## src/rtl/keypad_lock_ctrl.sv

```systemverilog
// Keypad sequencing controller: feeds digits into the PD pattern detector and
// turns its user/admin matches into unlock, admin and timed-lockout behaviour.
module keypad_lock_ctrl #(
  parameter int unsigned UNLOCK_CYCLES  = 50_000_000,
  parameter int unsigned LOCKOUT_CYCLES = 500_000_000,
  parameter int unsigned ENTRY_TIMEOUT  = 250_000_000,
  parameter int unsigned MAX_FAILS      = 3
) (
  input  logic       clk,
  input  logic       reset,
  input  logic       key_valid,
  input  logic [3:0] key_code,
  input  logic       pattern1,
  input  logic       pattern2,
  output logic       det_enable,
  output logic [3:0] det_din,
  output logic       det_clear,
  output logic       unlock,
  output logic       admin,
  output logic       alarm,
  output logic [3:0] fail_count
);

  typedef enum logic [2:0] {
    ST_IDLE,
    ST_ENTRY,
    ST_CHECK,
    ST_UNLOCKED,
    ST_ADMIN,
    ST_LOCKOUT
  } state_t;

  localparam logic [31:0] ENTRY_LOAD   = 32'(ENTRY_TIMEOUT - 1);
  localparam logic [31:0] UNLOCK_LOAD  = 32'(UNLOCK_CYCLES - 1);
  localparam logic [31:0] LOCKOUT_LOAD = 32'(LOCKOUT_CYCLES - 1);
  localparam logic [3:0]  FAIL_LIMIT   = 4'(MAX_FAILS);
  localparam logic [3:0]  KEY_CLEAR    = 4'hA;
  localparam logic [3:0]  KEY_ENTER    = 4'hB;
  localparam logic [2:0]  DIGIT_MAX    = 3'd7;
  localparam logic [2:0]  CODE_LEN     = 3'd4;

  state_t      state, state_next;
  logic [31:0] timer, timer_next;
  logic [2:0]  digit_cnt, digit_cnt_next;
  logic [3:0]  fail_next;
  logic [3:0]  fail_inc;
  logic        det_enable_next;
  logic [3:0]  det_din_next;
  logic        det_clear_next;
  logic        unlock_next;
  logic        admin_next;
  logic        alarm_next;
  logic        timer_expired;
  logic        is_digit;
  logic        key_clear;
  logic        key_enter;

  assign timer_expired = (timer == 32'd0);
  assign is_digit      = (key_code <= 4'd9);
  assign key_clear     = key_valid && (key_code == KEY_CLEAR);
  assign key_enter     = key_valid && (key_code == KEY_ENTER);
  assign fail_inc      = fail_count + 4'd1;

  always_comb begin
    // NOTE: every signal gets a default before the case, so no path leaves one unassigned and no latch is inferred.
    state_next      = state;
    digit_cnt_next  = digit_cnt;
    fail_next       = fail_count;
    det_enable_next = 1'b0;
    det_din_next    = det_din;
    det_clear_next  = 1'b0;
    timer_next      = timer;

    case (state)
      ST_IDLE: begin
        if (key_valid && is_digit) begin
          det_enable_next = 1'b1;
          det_din_next    = key_code;
          digit_cnt_next  = 3'd1;
          state_next      = ST_ENTRY;
        end
      end

      ST_ENTRY: begin
        if (key_valid && is_digit) begin
          det_enable_next = 1'b1;
          det_din_next    = key_code;
          if (digit_cnt != DIGIT_MAX) begin
            digit_cnt_next = digit_cnt + 3'd1;
          end
        end else if (key_clear || (!key_valid && timer_expired)) begin
          // An idle timeout discards the entry exactly like '*', without counting a failure.
          det_clear_next = 1'b1;
          digit_cnt_next = '0;
          state_next     = ST_IDLE;
        end else if (key_enter) begin
          state_next = ST_CHECK;
        end
      end

      ST_CHECK: begin
        det_clear_next = 1'b1;
        digit_cnt_next = '0;
        if ((digit_cnt == CODE_LEN) && pattern2) begin
          state_next = ST_ADMIN;
        end else if ((digit_cnt == CODE_LEN) && pattern1) begin
          state_next = ST_UNLOCKED;
        end else begin
          fail_next  = fail_inc;
          state_next = (fail_inc == FAIL_LIMIT) ? ST_LOCKOUT : ST_IDLE;
        end
      end

      ST_UNLOCKED, ST_ADMIN: begin
        if (key_clear || timer_expired) begin
          state_next = ST_IDLE;
        end
      end

      ST_LOCKOUT: begin
        if (timer_expired) begin
          fail_next  = '0;
          state_next = ST_IDLE;
        end
      end

      default: begin
        state_next = ST_IDLE;
      end
    endcase

    if ((state_next == ST_UNLOCKED) || (state_next == ST_ADMIN)) begin
      fail_next = '0;
    end

    // One shared timer: reload on state entry, reload on any key in ENTRY, else count down to 0.
    if (state_next != state) begin
      case (state_next)
        ST_ENTRY:              timer_next = ENTRY_LOAD;
        ST_UNLOCKED, ST_ADMIN: timer_next = UNLOCK_LOAD;
        ST_LOCKOUT:            timer_next = LOCKOUT_LOAD;
        default:               timer_next = '0;
      endcase
    end else if ((state == ST_ENTRY) && key_valid) begin
      timer_next = ENTRY_LOAD;
    end else if (!timer_expired) begin
      timer_next = timer - 32'd1;
    end

    unlock_next = (state_next == ST_UNLOCKED);
    admin_next  = (state_next == ST_ADMIN);
    alarm_next  = (state_next == ST_LOCKOUT);
  end

  always_ff @(posedge clk or negedge reset) begin
    if (!reset) begin
      state      <= ST_IDLE;
      timer      <= '0;
      digit_cnt  <= '0;
      fail_count <= '0;
      det_enable <= 1'b0;
      det_din    <= '0;
      det_clear  <= 1'b0;
      unlock     <= 1'b0;
      admin      <= 1'b0;
      alarm      <= 1'b0;
    end else begin
      // NOTE: non-blocking assignments so every register samples pre-edge values regardless of statement order.
      state      <= state_next;
      timer      <= timer_next;
      digit_cnt  <= digit_cnt_next;
      fail_count <= fail_next;
      det_enable <= det_enable_next;
      det_din    <= det_din_next;
      det_clear  <= det_clear_next;
      unlock     <= unlock_next;
      admin      <= admin_next;
      alarm      <= alarm_next;
    end
  end

endmodule
```

## config.mk

```make
export PLATFORM = sky130hd
export DESIGN_NAME = keypad_lock_ctrl
export DESIGN_NICKNAME = d
export VERILOG_FILES = /design/src/rtl/keypad_lock_ctrl.sv
export SDC_FILE = /design/constraint.sdc
export NUM_CORES = 1
export LEC_CHECK = 0
export CORE_UTILIZATION = 50
export CTS_CLUSTER_DIAMETER = 100
export DETAILED_ROUTE_END_ITERATION = 16
export HOLD_SLACK_MARGIN = 0.1
export PLACE_DENSITY_LB_ADDON = 0.2
export SYNTH_ARGS = -nofsm -noshare
export SYNTH_HDL_FRONTEND = slang
export SYNTH_SLANG_ARGS = --single-unit
export TNS_END_PERCENT = 5
```

## constraint.sdc

```tcl
create_clock -name clk -period 3.8 [get_ports clk]
set_input_delay 0.76 -clock clk [delete_from_list [all_inputs] [get_ports clk]]
set_output_delay 0.76 -clock clk [all_outputs]
set_load 0.02 [all_outputs]
```

==> Word level (Yosys, flattened, before mapping) <==
Cells that the tools add are included.
{ "classes": {"add_sub_neg": 3, "n_lt_le_gt_ge": 1, "n_eq_ne": 22, "mux": 29, "n_reduce_logical": 21} }
{ "op_table": {"columns": ["operator", "n"], "rows": [
  ["32-bit two-way mux", 3],
  ["29-bit one-hot mux with 3 select lines", 1],
  ["3-bit two-way mux", 13],
  ["32-bit zero test", 1],
  ["32-bit by 1-bit subtractor with 32-bit output, second input constant", 1],
  ["3-bit inequality test, second input constant", 6],
  ["4-bit two-way mux", 4],
  ["3-bit == test, second input constant", 5],
  ["3-bit one-hot mux with 5 select lines", 1],
  ["3-bit by 2-bit == test with 1-bit output, second input constant", 3],
  ["3-bit one-hot mux with 3 select lines", 1],
  ["4-bit == test, second input constant", 2],
  ["4-bit one-hot mux with 2 select lines", 1],
  ["4-bit AND reduction", 2],
  ["1-bit logical AND", 7],
  ["3-bit by 1-bit == test with 1-bit output, second input constant", 2],
  ["3-bit nonzero test", 2],
  ["2-bit OR reduction", 3],
  ["4-bit by 1-bit adder with 4-bit output, second input constant", 1],
  ["4-bit by 2-bit == test with 1-bit output, second input constant", 1],
  ["4-bit less-or-equal comparator, second input constant", 1],
  ["1-bit two-way mux", 4],
  ["3-bit by 1-bit adder with 3-bit output, second input constant", 1],
  ["3-bit zero test", 1],
  ["other kinds (7)", 9]
]} }
{ "totals": {"reg_bits": 51, "inputBits": 9, "out_inout_bits": 13, "elab_cells": 86} }

==> Logic depth before layout (Yosys ltp) <==
{ "logic_depth": {"ltp_word": 10, "ltp_mapped": 10} }

==> Worst setup path before layout <==
No wires, ideal clock.
{ "synth_path": {"path_type": "register to register", "from": "reg timer[23]", "to": "reg timer[20]", "arrival_ns": 2.858, "required_ns": 3.675, "slack_ns": 0.817, "path_stages_with_launch": 9, "n_path_buf": 2, "period_less_slack_ns": 2.983, "cell_sequence": "dfrtp_1 > or4_1 > clkbuf_1 > or3_1 > or4_4 > and4_4 > or2_0 > clkbuf_2 > mux2_4"} }
{ "synth_between": {"elab_chain_cells": 10, "elab_cells_between_ends": 18, "classes_between": "eq/ne: 6; mux: 7; reduce/logical: 5"} }
{ "synth_lines": {"columns": ["item", "line_no", "rtl"], "rows": [
  ["start: declaration", "43", "logic [31:0] timer, timer_next;"],
  ["start signal: assignment", "170", "timer <= timer_next;"],
  ["32-bit zero test *", "58", "assign timer_expired = (timer == 32'd0);"],
  ["1-bit logical AND", "91", "end else if (key_clear || (!key_valid && timer_expired)) begin"],
  ["1-bit logical OR", "91", null],
  ["3-bit two-way mux", "91", null],
  ["3-bit two-way mux", "85", "if (key_valid && is_digit) begin"],
  ["3-bit one-hot mux with 5 select lines", "74", "case (state)"],
  ["3-bit by 2-bit == test with 1-bit output or 3-bit == test (tied branches)", "138", "case (state_next)"],
  ["2-bit OR reduction", "138", null],
  ["29-bit one-hot mux with 3 select lines", "138", null],
  ["32-bit two-way mux", "137", "if (state_next != state) begin"]
]} }
Mark *: on every way between the ends. The rest lies on a longest branch, timed or not.
A chain may end at the register's enable or synchronous reset.

==> Worst setup path in the final report <==
{ "layout_path": {"from": "reg timer[15]", "to": "reg timer[20]"} }
{ "layout_between": {"elab_chain_cells": 10, "elab_cells_between_ends": 21, "classes_between": "add/sub: 1; eq/ne: 6; mux: 9; reduce/logical: 5"} }
{ "layout_lines": {"columns": ["item", "line_no"], "rows": [
  ["32-bit zero test", "58"],
  ["1-bit logical AND", "91"],
  ["1-bit logical OR", "91"],
  ["3-bit two-way mux", "91"],
  ["3-bit two-way mux", "85"],
  ["3-bit one-hot mux with 5 select lines", "74"],
  ["3-bit by 2-bit == test with 1-bit output or 3-bit == test (tied branches)", "138"],
  ["2-bit OR reduction", "138"],
  ["29-bit one-hot mux with 3 select lines", "138"],
  ["32-bit two-way mux", "137"]
]} }
Several ways; a longest one is shown, not always the timed one. The select of a mux whose other input is x is not followed.

==> out/qor.csv <==
metric;value;unit
outcome;complete, no violations;
r2r_slack;0.54;ns
yosysMostFrequentCell;dfrtp_1;
netlist_area;3030;um2
slew_headroom;41.7;%
cts_buffer_depth;2;
io_pins;22;
antenna_found_initial;0;
yosys.area_share.adder;2.48;%
antenna_cells;0;
cts.hold.buffers_added;0;
coreArea;5680;um2
clk_pin_slew;0.09;ns
r2r_cells;6;
yosys.area_share.simple;25.6;%
critPathMaxFanout;9;
yosys-top-cells-count;dfrtp_1 (51), nor2_1 (35), a21oi_1 (25), nand2_1 (25), xnor2_1 (20);
crit_chain;or4_1 > or3_1 > or4_4 > and4_4 > or2_0 > mux2_4;
worstSetupPathType;reg2reg;
synth_top_area_share;42.1;%
syn-instance-count;338;
min_period;3.26;ns
ys_seq_elements;51;
initial_core_util;53.4;%
fmax;307;MHz
p_per_area;464;nW/um2
htreeDepth;2;
num_rows;27;
min_path_type;reg2reg;
cp_slowest_cell;or4_1;
hpwl;5190;um
clockRootBuffer;clkbuf_8;
cts_tree;built;
tightest_slew;0.867;ns
die_w;79.8;um
gr-usage-all-layers;25.1;%
grt_overflow_total;0;
synthMuxAreaShare;1.49;%
worstHoldPathCells;2;
fin_crit_sh;85.8;%
synth-compound-area-share;18.1;%
placed_cell_area;3340;um2
yosys_warnings;0;
p_leak;1.34;nW
post-place-ws;0.431;ns
fin_util;61.0;%
synth_xor_area_share;7.23;%
drv_cap;0;
grt_pass1_vias;2612;
whs_endpoint;det_din[3]$_DFFE_PN0P_;
hp-start;det_din[3]$_DFFE_PN0P_;
rr_endpoint;timer[20]$_DFFE_PN0P_;
stdcell_area;3460;um2
critical_path_buf_inv_count;0;
syn_avg_cell_area;8.96;um2
final-hold-violation-count;0;
numCtsBuffers;5;
yosys.area.top_type;dfrtp_1;
drive_gt1_share;7.69;%
ant_nets;0;
synth_top_family_by_area;simple AND/OR/NAND/NOR gates;
via_count;2693;
avgViaCountPerCell;6.18;
async_flop_share;100;%
startpoint_type;register;
post_synth_num_cell_types;54;
wire_per_inst;16.7;um
dr.first_iter.drc_count;276;
totalWireLength;7290;um
io_buffers;21;
critPathCaptureType;register;
post-cts-setup-buffers;0;
slew_violations;0;
grt_setup_unrepaired;false;
area_growth;14.3;%
final.setup.tns;0;ns
layout_setup_ws;0.541;ns
synthTopCellsByArea;dfrtp_1 (42%), xnor2_1 (5.8%), nor2_1 (4.3%);
synth_edf_count;0;
hold_ws;0.484;ns
grt_max_degree;35;
dieHeight;79.8;um
nNetsFinal;378;
syn_nets;353;
regToRegStartpoint;timer[15]$_DFFE_PN0P_;
cts.sinks;51;
dieArea;6370;um2
drcViolationCount;0;
setup_viol;0;
dr.pass1.iters;5;
clk_latency;0.30;ns
cp_slowest_stage_delay;0.68;ns
synth_ff_type;dfrtp_1;
arrival;3.46;ns
grt_pass1_wl;12400;um
seq_area_frac_synth;42.1;%
gp_congestion;0.874;
post_cts_resized;0;
worst_ir_drop_vdd;0.239;mV
fin_skew;0.00393;ns
crit_family;simple AND/OR/NAND/NOR gates;
required;4.00;ns
==> tightest hold or removal path, cell delays in order, from the launching register on <==
cell and delay, ns:
dfrtp_1 0.35, nand2_1 0.05, nand2_1 0.05
==> layout by cell type (no fill, tap or decap), types with 6 or more instances in the layout <==
cell,Yosys,layout
nand2_1,25,25
inv_1,11,11
nor2_1,35,35
ha_1,6,6
nor3_1,13,13
nand3_1,10,10
a211oi_1,6,6
or3_1,8,8
nor4_1,9,9
a21oi_1,25,25
o21ai_0,17,17
xnor2_1,20,20
or4_1,8,8
clkdlybuf4s50_1,0,20
dfrtp_1,51,51
clkbuf_8,0,6
buf_4,0,9
o22ai_1,6,6
==> registers in the layout, summed over array words and instances, names as in the netlist, 3 cells and up <==
register	count
state	3
fail_count	4
det_din	4
digit_cnt	3
timer	32
==> cell type report <==
| class | count | area [um2] |
|---|---|---|
| inverter | 11 | 41.3 |
| tap | 72 | 90.1 |
| sequential | 51 | 1280 |
| timing repair buffer | 30 | 273 |
| fill | 496 | 2220 |
| clock inverter | 2 | 35.0 |
| multi-input combinational | 264 | 1660 |
| clock buffer | 6 | 82.6 |
==> cells by family after synthesis <==
logic type	Yosys count
xor gates and xnor gates	25
muxes	4
DFF	51
buffers and inverters	23
and+or+nand+nor	144
adders and majority gates	6
AOI/OAI and AO/OA	85
==> metrics by stage <==
step / instances / power (mW)
6_report: 436 / 1.61
5_1_grt: 436 / 1.71
4_1_cts: 436 / 1.61
3_5_place_dp: 428 / 1.22
3_3_place_gp: 428 / 1.21
2_1_floorplan: 338 / 1.05
==> worst max path at each step <==
stage | start | endpoint | slack, ns | cells past startpoint
after floorplan | timer[23]$_DFFE_PN0P_ | timer[20]$_DFFE_PN0P_ | 0.82 | 8
after global placement | key_valid | timer[20]$_DFFE_PN0P_ | 0.43 | 7
after detailed placement | key_code[2] | timer[20]$_DFFE_PN0P_ | 0.43 | 7
after CTS | timer[15]$_DFFE_PN0P_ | timer[20]$_DFFE_PN0P_ | 0.56 | 6
after global routing | timer[15]$_DFFE_PN0P_ | timer[16]$_DFFE_PN0P_ | 0.34 | 6
final | timer[15]$_DFFE_PN0P_ | timer[20]$_DFFE_PN0P_ | 0.54 | 6
==> routing by layer <==
metal | part of all wire [%] | GRT usage, % | vias up
li1 | - | - | 1301
met1 | 47 | 33.8 | 1281
met2 | 46 | 40.1 | 98
met3 | 6.5 | 5.49 | 13
met4 | 1.2 | 8.04 | 0
met5 | 0 | 0 | -
==> power by group <==
part,total (mW),internal [mW],switching (mW)
Combinational,0.471,0.208,0.262
Clock,0.394,0.213,0.181
Sequential,0.742,0.638,0.104
Total,1.61,1.06,0.547
Note: power is estimated with default switching activity, not from simulation.
